--- config.mk ---
export PLATFORM = sky130hd
export DESIGN_NAME = pipe_hazard_ctrl_flat
export DESIGN_NICKNAME = d
export VERILOG_FILES = /design/src/rtl/pipe_pkg.sv /design/src/rtl/pipe_hazard_ctrl_if.sv /design/src/rtl/sat_counter.sv /design/src/rtl/pipe_hazard_ctrl.sv /design/src/flat_wrapper.sv
export SDC_FILE = /design/constraint.sdc
export NUM_CORES = 1
export LEC_CHECK = 0
export CORE_MARGIN = 2
export CORE_UTILIZATION = 55
export DETAILED_ROUTE_END_ITERATION = 8
export DONT_BUFFER_PORTS = 1
export GPL_TIMING_DRIVEN = 1
export PLACE_DENSITY_LB_ADDON = 0.2
export SYNTH_ARGS = -nofsm -noshare
export SYNTH_HDL_FRONTEND = slang
export SYNTH_HIERARCHICAL = 1
export SYNTH_SLANG_ARGS = --single-unit
--- constraint.sdc ---
create_clock -name clk -period 3.5 [get_ports clk]
set_clock_uncertainty 0.2 [all_clocks]
set_input_delay 0.35 -clock clk [delete_from_list [all_inputs] [get_ports clk]]
set_output_delay 0.35 -clock clk [all_outputs]
set_load 0.005 [all_outputs]
--- src/rtl/pipe_pkg.sv ---
// Shared definitions for the pipeline hazard controller: register-address width,
// memory-sequencer state encoding and the instruction used when squashing a stage.
package pipe_pkg;

  localparam int REG_AW = 4;

  typedef enum logic [1:0] {
    MEM_IDLE   = 2'd0,
    MEM_ACCESS = 2'd1,
    MEM_DONE   = 2'd2
  } mem_state_e;

  localparam logic [1:0] ST_IDLE   = 2'd0;
  localparam logic [1:0] ST_ACCESS = 2'd1;
  localparam logic [1:0] ST_DONE   = 2'd2;

  // addi x0,x0,0: what a flushed IF/ID or bubbled ID/EXE register holds.
  localparam logic [31:0] NOP_INSTR = 32'h0000_0013;

  function automatic logic reg_hit(input logic en, input logic [REG_AW-1:0] a,
                                   input logic [REG_AW-1:0] b);
    return en && (a == b);
  endfunction

endpackage

--- src/rtl/pipe_hazard_ctrl_if.sv ---
// Bundle between the pipeline datapath (master) and the hazard controller (slave).
// mem_rd/mem_wr form a level request held by MEM; mem_ready is a one-cycle
// completion pulse, only meaningful while the controller is in ACCESS.
interface pipe_hazard_ctrl_if
  import pipe_pkg::*;
#(
  parameter int CNT_W = 16
);
  logic              fwd_en;
  logic [REG_AW-1:0] id_src1;
  logic [REG_AW-1:0] id_src2;
  logic              id_use_src1;
  logic              id_use_src2;
  logic [REG_AW-1:0] exe_dest;
  logic              exe_wb_en;
  logic              exe_mem_rd;
  logic [REG_AW-1:0] mem_dest;
  logic              mem_wb_en;
  logic              mem_rd;
  logic              mem_wr;
  logic              mem_ready;
  logic              branch_taken;
  logic              cnt_clr;
  logic              freeze_pc;
  logic              freeze_if_id;
  logic              flush_if_id;
  logic              bubble_id_exe;
  logic              freeze_back;
  logic              mem_timeout;
  logic [CNT_W-1:0]  stall_cnt;
  logic [CNT_W-1:0]  flush_cnt;
  logic [CNT_W-1:0]  memwait_cnt;
  mem_state_e        dbg_state;

  modport master (
    output fwd_en, id_src1, id_src2, id_use_src1, id_use_src2,
           exe_dest, exe_wb_en, exe_mem_rd, mem_dest, mem_wb_en,
           mem_rd, mem_wr, mem_ready, branch_taken, cnt_clr,
    input  freeze_pc, freeze_if_id, flush_if_id, bubble_id_exe, freeze_back,
           mem_timeout, stall_cnt, flush_cnt, memwait_cnt, dbg_state
  );

  modport slave (
    input  fwd_en, id_src1, id_src2, id_use_src1, id_use_src2,
           exe_dest, exe_wb_en, exe_mem_rd, mem_dest, mem_wb_en,
           mem_rd, mem_wr, mem_ready, branch_taken, cnt_clr,
    output freeze_pc, freeze_if_id, flush_if_id, bubble_id_exe, freeze_back,
           mem_timeout, stall_cnt, flush_cnt, memwait_cnt, dbg_state
  );
endinterface

--- src/rtl/sat_counter.sv ---
// Event counter that sticks at all-ones; a synchronous clear beats an increment.
module sat_counter #(
  parameter int CNT_W = 16
) (
  input  logic             clk,
  input  logic             rst_n,
  input  logic             i_inc,
  input  logic             i_clr,
  output logic [CNT_W-1:0] o_cnt
);
  logic [CNT_W-1:0] r_cnt;

  always_ff @(posedge clk or negedge rst_n) begin
    if (!rst_n) begin
      r_cnt <= '0;
    end else if (i_clr) begin
      r_cnt <= '0;
    end else if (i_inc && (r_cnt != '1)) begin
      r_cnt <= r_cnt + 1'b1;
    end
  end

  assign o_cnt = r_cnt;
endmodule

--- src/rtl/pipe_hazard_ctrl.sv ---
// Stall/flush controller: RAW hazards in ID, taken branches in EXE and a small
// FSM sequencing multi-cycle MEM accesses, plus saturating event counters.
module pipe_hazard_ctrl
  import pipe_pkg::*;
#(
  parameter int CNT_W       = 16,
  parameter int MEM_TIMEOUT = 64
) (
  input logic               clk,
  input logic               rst,
  pipe_hazard_ctrl_if.slave hz
);
  localparam int            TW         = (MEM_TIMEOUT > 2) ? $clog2(MEM_TIMEOUT) : 1;
  localparam logic [TW-1:0] TIMER_LAST = TW'(MEM_TIMEOUT - 1);

  logic [1:0]    r_state;
  logic [1:0]    w_state_nxt;
  logic [TW-1:0] r_timer;
  logic          r_mem_timeout;
  logic          w_mem_req;
  logic          w_mem_freeze;
  logic          w_abort;
  logic          w_exe_hz;
  logic          w_mem_hz;
  logic          w_raw_hz;
  logic          w_flush_ev;
  logic          w_stall_ev;

  // Requests are not honoured while reset is held, so outputs stay quiet then.
  assign w_mem_req = rst && (hz.mem_rd || hz.mem_wr);

  always_comb begin
    w_state_nxt  = r_state;
    w_mem_freeze = 1'b0;
    w_abort      = 1'b0;
    case (r_state)
      ST_IDLE: begin
        if (w_mem_req) begin
          w_state_nxt  = ST_ACCESS;
          w_mem_freeze = 1'b1;
        end
      end
      ST_ACCESS: begin
        w_mem_freeze = 1'b1;
        if (hz.mem_ready) begin
          w_state_nxt = ST_DONE;
        end else if (r_timer == TIMER_LAST) begin
          w_state_nxt = ST_DONE;
          w_abort     = 1'b1;
        end
      end
      ST_DONE:  w_state_nxt = ST_IDLE;
      default:  w_state_nxt = ST_IDLE;
    endcase
  end

  always_ff @(posedge clk or negedge rst) begin
    if (!rst) begin
      r_state       <= ST_IDLE;
      r_timer       <= '0;
      r_mem_timeout <= 1'b0;
    end else begin
      r_state <= w_state_nxt;
      // Idle/done keep the timer at zero so each ACCESS starts counting from 0.
      r_timer <= (r_state == ST_ACCESS) ? r_timer + 1'b1 : '0;
      if (hz.cnt_clr) begin
        r_mem_timeout <= 1'b0;
      end else if (w_abort) begin
        r_mem_timeout <= 1'b1;
      end
    end
  end

  assign w_exe_hz = reg_hit(hz.id_use_src1 && hz.exe_wb_en, hz.id_src1, hz.exe_dest)
                 || reg_hit(hz.id_use_src2 && hz.exe_wb_en, hz.id_src2, hz.exe_dest);
  assign w_mem_hz = reg_hit(hz.id_use_src1 && hz.mem_wb_en, hz.id_src1, hz.mem_dest)
                 || reg_hit(hz.id_use_src2 && hz.mem_wb_en, hz.id_src2, hz.mem_dest);

  // With forwarding only a load in EXE cannot be bypassed in time.
  assign w_raw_hz = hz.fwd_en ? (hz.exe_mem_rd && w_exe_hz) : (w_exe_hz || w_mem_hz);

  assign w_flush_ev = !w_mem_freeze && hz.branch_taken;
  assign w_stall_ev = !w_mem_freeze && !hz.branch_taken && w_raw_hz;

  assign hz.freeze_pc     = w_mem_freeze || w_stall_ev;
  assign hz.freeze_if_id  = w_mem_freeze || w_stall_ev;
  assign hz.flush_if_id   = w_flush_ev;
  assign hz.bubble_id_exe = w_flush_ev || w_stall_ev;
  assign hz.freeze_back   = w_mem_freeze;
  assign hz.mem_timeout   = r_mem_timeout;
  assign hz.dbg_state     = mem_state_e'(r_state);

  sat_counter #(.CNT_W(CNT_W)) u_stall_cnt (
    .clk(clk), .rst_n(rst), .i_inc(w_stall_ev), .i_clr(hz.cnt_clr), .o_cnt(hz.stall_cnt)
  );

  sat_counter #(.CNT_W(CNT_W)) u_flush_cnt (
    .clk(clk), .rst_n(rst), .i_inc(w_flush_ev), .i_clr(hz.cnt_clr), .o_cnt(hz.flush_cnt)
  );

  sat_counter #(.CNT_W(CNT_W)) u_memwait_cnt (
    .clk(clk), .rst_n(rst), .i_inc(w_mem_freeze), .i_clr(hz.cnt_clr), .o_cnt(hz.memwait_cnt)
  );
endmodule

--- src/flat_wrapper.sv ---
// flat-port wrapper written by rule: the top's interface ports become plain ports
module pipe_hazard_ctrl_flat import pipe_pkg::*;
#(
  parameter int CNT_W       = 16,
  parameter int MEM_TIMEOUT = 64
)
  (clk, rst, hz_fwd_en, hz_id_src1, hz_id_src2, hz_id_use_src1, hz_id_use_src2, hz_exe_dest, hz_exe_wb_en, hz_exe_mem_rd, hz_mem_dest, hz_mem_wb_en, hz_mem_rd, hz_mem_wr, hz_mem_ready, hz_branch_taken, hz_cnt_clr, hz_freeze_pc, hz_freeze_if_id, hz_flush_if_id, hz_bubble_id_exe, hz_freeze_back, hz_mem_timeout, hz_stall_cnt, hz_flush_cnt, hz_memwait_cnt, hz_dbg_state);
  pipe_hazard_ctrl_if #(.CNT_W(CNT_W)) hz_i ();
  input logic clk;
  input logic rst;
  input wire logic [$bits(hz_i.fwd_en)-1:0] hz_fwd_en;
  input wire logic [$bits(hz_i.id_src1)-1:0] hz_id_src1;
  input wire logic [$bits(hz_i.id_src2)-1:0] hz_id_src2;
  input wire logic [$bits(hz_i.id_use_src1)-1:0] hz_id_use_src1;
  input wire logic [$bits(hz_i.id_use_src2)-1:0] hz_id_use_src2;
  input wire logic [$bits(hz_i.exe_dest)-1:0] hz_exe_dest;
  input wire logic [$bits(hz_i.exe_wb_en)-1:0] hz_exe_wb_en;
  input wire logic [$bits(hz_i.exe_mem_rd)-1:0] hz_exe_mem_rd;
  input wire logic [$bits(hz_i.mem_dest)-1:0] hz_mem_dest;
  input wire logic [$bits(hz_i.mem_wb_en)-1:0] hz_mem_wb_en;
  input wire logic [$bits(hz_i.mem_rd)-1:0] hz_mem_rd;
  input wire logic [$bits(hz_i.mem_wr)-1:0] hz_mem_wr;
  input wire logic [$bits(hz_i.mem_ready)-1:0] hz_mem_ready;
  input wire logic [$bits(hz_i.branch_taken)-1:0] hz_branch_taken;
  input wire logic [$bits(hz_i.cnt_clr)-1:0] hz_cnt_clr;
  output wire logic [$bits(hz_i.freeze_pc)-1:0] hz_freeze_pc;
  output wire logic [$bits(hz_i.freeze_if_id)-1:0] hz_freeze_if_id;
  output wire logic [$bits(hz_i.flush_if_id)-1:0] hz_flush_if_id;
  output wire logic [$bits(hz_i.bubble_id_exe)-1:0] hz_bubble_id_exe;
  output wire logic [$bits(hz_i.freeze_back)-1:0] hz_freeze_back;
  output wire logic [$bits(hz_i.mem_timeout)-1:0] hz_mem_timeout;
  output wire logic [$bits(hz_i.stall_cnt)-1:0] hz_stall_cnt;
  output wire logic [$bits(hz_i.flush_cnt)-1:0] hz_flush_cnt;
  output wire logic [$bits(hz_i.memwait_cnt)-1:0] hz_memwait_cnt;
  output wire logic [$bits(hz_i.dbg_state)-1:0] hz_dbg_state;
  assign hz_i.fwd_en = hz_fwd_en;
  assign hz_i.id_src1 = hz_id_src1;
  assign hz_i.id_src2 = hz_id_src2;
  assign hz_i.id_use_src1 = hz_id_use_src1;
  assign hz_i.id_use_src2 = hz_id_use_src2;
  assign hz_i.exe_dest = hz_exe_dest;
  assign hz_i.exe_wb_en = hz_exe_wb_en;
  assign hz_i.exe_mem_rd = hz_exe_mem_rd;
  assign hz_i.mem_dest = hz_mem_dest;
  assign hz_i.mem_wb_en = hz_mem_wb_en;
  assign hz_i.mem_rd = hz_mem_rd;
  assign hz_i.mem_wr = hz_mem_wr;
  assign hz_i.mem_ready = hz_mem_ready;
  assign hz_i.branch_taken = hz_branch_taken;
  assign hz_i.cnt_clr = hz_cnt_clr;
  assign hz_freeze_pc = hz_i.freeze_pc;
  assign hz_freeze_if_id = hz_i.freeze_if_id;
  assign hz_flush_if_id = hz_i.flush_if_id;
  assign hz_bubble_id_exe = hz_i.bubble_id_exe;
  assign hz_freeze_back = hz_i.freeze_back;
  assign hz_mem_timeout = hz_i.mem_timeout;
  assign hz_stall_cnt = hz_i.stall_cnt;
  assign hz_flush_cnt = hz_i.flush_cnt;
  assign hz_memwait_cnt = hz_i.memwait_cnt;
  assign hz_dbg_state = hz_i.dbg_state;
  pipe_hazard_ctrl #(.CNT_W(CNT_W), .MEM_TIMEOUT(MEM_TIMEOUT)) u_core (.clk(clk), .rst(rst), .hz(hz_i));
endmodule
### Yosys cells after proc, flatten, opt, wreduce, memory -nomap -nowiden

Cells that the tools add are included.

| word-level totals | value |
|---|---|
| bits of input ports | 29 |
| logic and storage cells | 70 |
| register bits | 57 |
| output and inout port bits | 56 |

| cells by class | value |
|---|---|
| multiplexer cells | 19 |
| reductions and logical operators | 30 |
| equality and inequality tests | 11 |
| add/sub/neg operators | 4 |

Operator list:

| operator | number |
|---|---|
| 2-to-1 mux 16 bit | 6 |
| adder 16 x 1 -> 16 bit (second input constant) | 3 |
| != test 16 bit (second input constant) | 3 |
| == test 4 bit | 4 |
| logical AND 1 bit | 16 |
| nonzero test 2 bit | 4 |
| 2-to-1 mux 1 bit | 7 |
| adder 6 x 1 -> 6 bit (second input constant) | 1 |
| == test 6 bit (second input constant) | 1 |
| logical OR 1 bit | 6 |
| 2-to-1 mux 2 bit | 3 |
| 2-to-1 mux 6 bit | 1 |
| one-hot mux 2 bit (2 select lines) | 1 |
| != test 3 x 2 -> 1 bit (second input constant) | 1 |
| == test 2 x 1 -> 1 bit (second input constant) | 1 |
| logical NOT 1 bit | 2 |
| logical NOT 2 bit | 1 |
| != test 2 x 1 -> 1 bit (second input constant) | 1 |
| one-hot mux 1 bit (2 select lines) | 1 |
| AND reduction 2 bit | 1 |

### Longest topological paths before layout

| logic depth | value |
|---|---|
| depth after elaboration | 10 |
| depth in mapped cells | 11 |
| gate-level depth less buffers | 9 |

### Hierarchy

Netlist, hierarchy kept.

By module, submodules not included:

| module | times used | area an instance (um^2) | seq. area each (um^2) | cells an instance |
|---|---|---|---|---|
| sat_counter | 3 | 942.2 | 400.4 | 98 |
| pipe_hazard_ctrl | 1 | 691.9 | 225.2 | 80 |

### Least setup slack after synthesis

No wires, ideal clock.

| path | value |
|---|---|
| kind | input to register |
| from | input hz_id_src1[2] |
| to | register u_core.u_stall_cnt.r_cnt[3], in the netlist u_core/u_stall_cnt/o_cnt[3] |
| stages on the path | 10 |
| path slack | 0.702 ns |
| buffers on the path | 1 |
| arrival | 2.520 ns |
| data required time | 3.222 ns |
| library setup time | 0.078 ns |
| cell sequence | inv_1 -> o22ai_1 -> a211oi_2 -> a22o_4 -> a311oi_2 -> o41ai_1 -> inv_1 -> clkbuf_1 -> or4_2 -> a21oi_1 |

| on the way | value |
|---|---|
| cells in the longest elaborated chain, start to end | 8 |
| elaborated cells between the ends (all ways) | 12 |
| classes of those cells | eq/ne (2); mux (1); reduce/logical (9) |

Ends and longest elaborated chain:

| item | line | RTL |
|---|---|---|
| start: declaration | flat_wrapper.sv:12 | `input wire logic [$bits(hz_i.id_src1)-1:0] hz_id_src1;` |
| == test 4 bit | pipe_pkg.sv:22 | `return en && (a == b);` |
| logical AND 1 bit | pipe_pkg.sv:22 |  |
| logical OR 1 bit (on tied branches) | pipe_hazard_ctrl.sv:75, pipe_hazard_ctrl.sv:77 |  |
| logical OR 1 bit or logical AND 1 bit (tied branches) | pipe_hazard_ctrl.sv:80 | `assign w_raw_hz = hz.fwd_en ? (hz.exe_mem_rd && w_exe_hz) : (w_exe_hz \|\| w_mem_hz);` |
| 2-to-1 mux 1 bit (*) | pipe_hazard_ctrl.sv:80 |  |
| logical AND 1 bit (*) | pipe_hazard_ctrl.sv:83 | `assign w_stall_ev = !w_mem_freeze && !hz.branch_taken && w_raw_hz;` |
| named net u_core.w_stall_ev | pipe_hazard_ctrl.sv:27 | `logic w_stall_ev;` |
| logical AND 1 bit (*) | sat_counter.sv:18 | `end else if (i_inc && (r_cnt != '1)) begin` |
| nonzero test 2 bit (no line) (*) | -- |  |
| end signal: assignment | sat_counter.sv:19 | `r_cnt <= r_cnt + 1'b1;` |
| end: declaration | sat_counter.sv:11 | `logic [CNT_W-1:0] r_cnt;` |

Mark *: on every way through the listed nets, which the timed path passes. The rest lies on a longest branch.
A chain may end at the register's enable or synchronous reset.

### Worst setup path after layout

| path | value |
|---|---|
| from | register u_core.r_state[0], in the netlist u_core/hz.dbg_state[0] |
| to | register u_core.u_stall_cnt.r_cnt[3], in the netlist u_core/u_stall_cnt/o_cnt[3] |

| on the way | value |
|---|---|
| cells in the longest elaborated chain, start to end | 7 |
| elaborated cells between the ends (all ways) | 8 |
| classes of those cells | eq/ne (1); mux (1); reduce/logical (6) |

Ends and longest elaborated chain:

| item | line | RTL |
|---|---|---|
| start: declaration | pipe_hazard_ctrl.sv:16 | `logic [1:0] r_state;` |
| start signal: assignment | pipe_hazard_ctrl.sv:63 | `r_state <= w_state_nxt;` |
| == test 2 x 1 -> 1 bit or logical NOT 2 bit (tied branches) | pipe_hazard_ctrl.sv:36 | `case (r_state)` |
| one-hot mux 1 bit (2 select lines) (*) | pipe_hazard_ctrl.sv:36 |  |
| logical NOT 1 bit (*) | pipe_hazard_ctrl.sv:83 |  |
| logical AND 1 bit (*) (2 in series) | pipe_hazard_ctrl.sv:83 |  |
| named net u_core.w_stall_ev | pipe_hazard_ctrl.sv:27 |  |
| logical AND 1 bit (*) | sat_counter.sv:18 |  |
| nonzero test 2 bit (no line) (*) | -- |  |

Marked as above.

==> results.py <==
metrics = {
    "status": {
        "status": "completed",
    },
    "critical_path": {
        "worstSetupStartpointType": "register",
        "r2r_slack_ns": 0.52,
        "cp-end-kind": "register",
        "r2r.worst_path.cells": 7,
        "crit_required_ns": 3.55,
        "r2r-start": "u_core/hz.dbg_state[0]",
        "r2r_end": "u_core/u_stall_cnt/o_cnt[3]",
        "endpoint": "u_core/u_stall_cnt/o_cnt[3]",
        "startpoint": "u_core/hz.dbg_state[0]",
        "crit_arrival_ns": 3.03,
        "path_max_fanout": 22,
        "critPathKind": "register to register",
    },
    "final_layout": {
        "fin_area_sq_um": 3762,
        "antenna_cells": 0,
        "final_common_cell": "dfrtp_1",
        "nets": 406,
        "drive_above_1_share_pct": 12.50,
        "nFillCells": 556,
        "layout_common_cells": "57 x dfrtp_1, 36 x a21oi_1, 22 x nor2_1, 21 x nand2_1, 21 x o31ai_1",
        "synthToLayoutAreaGrowth_pct": 6.935,
        "stdcell_count": 453,
    },
    "detailed_routing": {
        "remaining_drc_errors": 0,
        "drt-total-wl_um": 8055,
        "route.vias.total": 3035,
        "vias_per_cell": 6.700,
        "wl_per_cell_um": 17.78,
        "drt_pass1_iterations": 6,
        "postRouteAntennaNets": 0,
        "drtIter0Drc": 222,
    },
    "worst_hold_path": {
        "min-delay-path-class": "input port to register",
        "hold_start": "hz_cnt_clr",
    },
    "synthesis": {
        "synthArstFlopShare_pct": 100.0,
        "synth_area_sq_um": 3518,
        "ys.warnings.count": 6,
        "syn_nets": 407,
        "synth_edf_count": 0,
        "synth_cells": 374,
        "synth-seq-cells": 57,
        "synth_ff_type": "dfrtp_1",
        "synth.avg_cell_area_sq_um": 9.407,
        "yosysSeqAreaShare_pct": 40.54,
        "yosys.cell_types.count": 47,
    },
    "grt": {
        "gr-usage-met1_pct": 29.48,
        "global_route.usage.met2_pct": 37.67,
        "antenna_found_initial": 0,
        "met3_usage_pct": 8.111,
        "gr-total-overflow": 0,
        "grt_pass1_wl_um": 13540,
        "grt_pass1_vias": 2845,
        "grt_use_total_pct": 23.42,
        "busiest_layer": "met2",
        "grt_max_degree": 58,
    },
    "timing": {
        "min_period_over_period_pct": 85.15,
        "fmax_mhz": 335.6,
        "tightest_slew_ns": 0.8895,
        "hold_viol_final": 0,
        "rsz0062_at_grt": "no",
        "relSlewSlack_pct": 40.25,
        "slew_viol_final": 0,
        "setup-tns-final_ns": 0,
        "min_period_ns": 2.980,
        "setup_viol": 0,
    },
    "clock_tree": {
        "hold_buffers": 4,
        "cts_buffers": 9,
        "path_clk_slew_ns": 0.06,
        "cts_tree": "yes",
        "clock_latency_ns": 0.32,
        "cts.path.max_buffers": 2,
        "cts_resized": 0,
        "htreeDepth": 3,
        "cts_sinks": 57,
        "root_buffer": "clkbuf_8",
        "postCtsSetupRepairBufs": 0,
    },
    "place": {
        "gp_congestion": 0.7627,
        "portBuffers": 0,
        "place_hpwl_um": 5199,
        "post_dp_cell_area_sq_um": 3532,
        "dp.cells": 435,
    },
    "floorplan": {
        "io_pins": 85,
        "num_rows": 29,
        "die_area_sq_um": 7053,
        "start_util_pct": 56.05,
        "die_w_um": 83.98,
        "die_height_um": 83.98,
        "core_area_sq_um": 6277,
    },
    "power_and_ir_drop": {
        "swShare_pct": 26.11,
        "netSwitchingPower_w": 0.0003572,
        "clkPwrFrac_pct": 38.5,
        "intPower_w": 0.001011,
        "p_leak_nw": 1.530,
        "ir_drop_uv": 199.9,
        "combPwrFrac_pct": 10.8,
        "p_seq_share_pct": 50.8,
        "power.density_nw_per_um2": 363.6,
    },
    "job": {
        "cap_viol_max_count": 0,
    },
}
synth_stat cells, types with 2 or more instances:
cell type	number	area, sq um
nor2b_1	12	75.07
or3_2	3	22.52
xnor2_1	3	26.28
o21ai_1	10	50.05
mux2_1	12	135.1
nand2_1	21	78.83
xor2_1	7	61.31
nand4_2	3	37.54
o311ai_1	2	17.52
nor2_1	22	82.58
or3_1	7	43.79
o21ai_0	4	20.02
a211oi_2	4	50.05
or4_1	15	112.6
a21oi_1	36	180.2
nor4_1	13	81.33
clkbuf_1	13	48.80
o31ai_1	21	157.7
nand4_1	18	112.6
and4_2	6	60.06
and3_1	7	43.79
nand3b_1	4	30.03
o211ai_2	4	50.05
inv_1	19	71.32
nand3_1	13	65.06
nor4_4	3	63.81
ha_1	4	50.05
o22ai_1	3	18.77
nor3_1	4	20.02
dfrtp_1	57	1426
or4_2	6	52.55
buf_6	3	33.78
stage by stage:
stage               setup WS [ns]  utilization, %  power (W)  hold WS [ns]
floorplan                  0.7015               -  0.0008103       -0.1456
global placement           0.3743           56.27  0.0008218       -0.1441
detailed placement         0.2836           56.27  0.0008265       -0.1444
CTS                        0.5356           59.94   0.001393       0.04528
global route               0.2576           59.94   0.001438       0.04586
finish                     0.5199           59.94   0.001368       0.05931
how the worst min path moves through the flow:
stage / endpoint / slack, ns / cells past startpoint
floorplan: u_core/hz.dbg_state[0] / -0.15 / 0
global placement: u_core/u_flush_cnt/o_cnt[8] / -0.14 / 0
detailed placement: u_core/u_flush_cnt/o_cnt[8] / -0.14 / 0
CTS: u_core/u_flush_cnt/o_cnt[9] / 0.05 / 2
global route: u_core/u_memwait_cnt/o_cnt[9] / 0.05 / 2
finish: u_core/u_flush_cnt/o_cnt[9] / 0.06 / 2
worst max-delay path: stages (launching register included):
cell and delay (ns):
dfrtp_1 0.43, inv_1 0.08, a21o_1 0.20, inv_1 0.08, o41ai_1 0.57, inv_1 0.46
or4_2 0.74, a21oi_1 0.16
power by group through the flow:
| stage | logic, W | registers [W] | clock network, W |
|---|---|---|---|
| 6_report | 0.000147 | 0.000695 | 0.000526 |
| 5_1_grt | 0.000166 | 0.000697 | 0.000575 |
| 2_1_floorplan | 0.000108 | 0.000702 | 0 |
| 3_5_place_dp | 0.000120 | 0.000707 | 0 |
| 3_3_place_gp | 0.000116 | 0.000706 | 0 |
| 4_1_cts | 0.000149 | 0.000695 | 0.000550 |
flip-flops by register name (all words and copies together) (netlist names):
| signal | flops |
|---|---|
| u_core/u_flush_cnt/o_cnt | 16 |
| u_core/u_memwait_cnt/o_cnt | 16 |
| u_core/hz.dbg_state | 2 |
| u_core/u_stall_cnt/o_cnt | 16 |
| u_core/hz.mem_timeout | 1 |
| u_core/r_timer | 6 |
metal layers:
layer / share of wire, % / wire length [um] / vias up
li1: - / - / 1444
met2: 47 / 3773 / 106
met4: 0.94 / 76 / 0
met3: 8.0 / 644 / 8
met5: 0 / 0 / -
met1: 44 / 3561 / 1477
cell families after synthesis:
kind of cell             count (synthesis)  share of synthesized area, %
XOR/XNOR                                10                         2.490
multiplexers                            12                         3.841
buffers and inverters                   37                         4.694
adder cells (fa/ha/maj)                  4                         1.423
AND/OR/NAND/NOR                        159                         28.34
AO/OA/AOI/OAI                           95                         18.67
flip-flops                              57                         40.54
area by class of cell:
cell class	instances	area [sq um]	share of cell area, %
Multi-Input combinational cell	280	1927	51.21
Sequential cell	57	1426	37.91
Timing Repair Buffer	5	75.07	1.995
Tap cell	77	96.34	2.561
Inverter	20	75.07	1.995
Clock buffer	14	162.7	4.323
No activity file was read; power rests on OpenSTA's default activity.
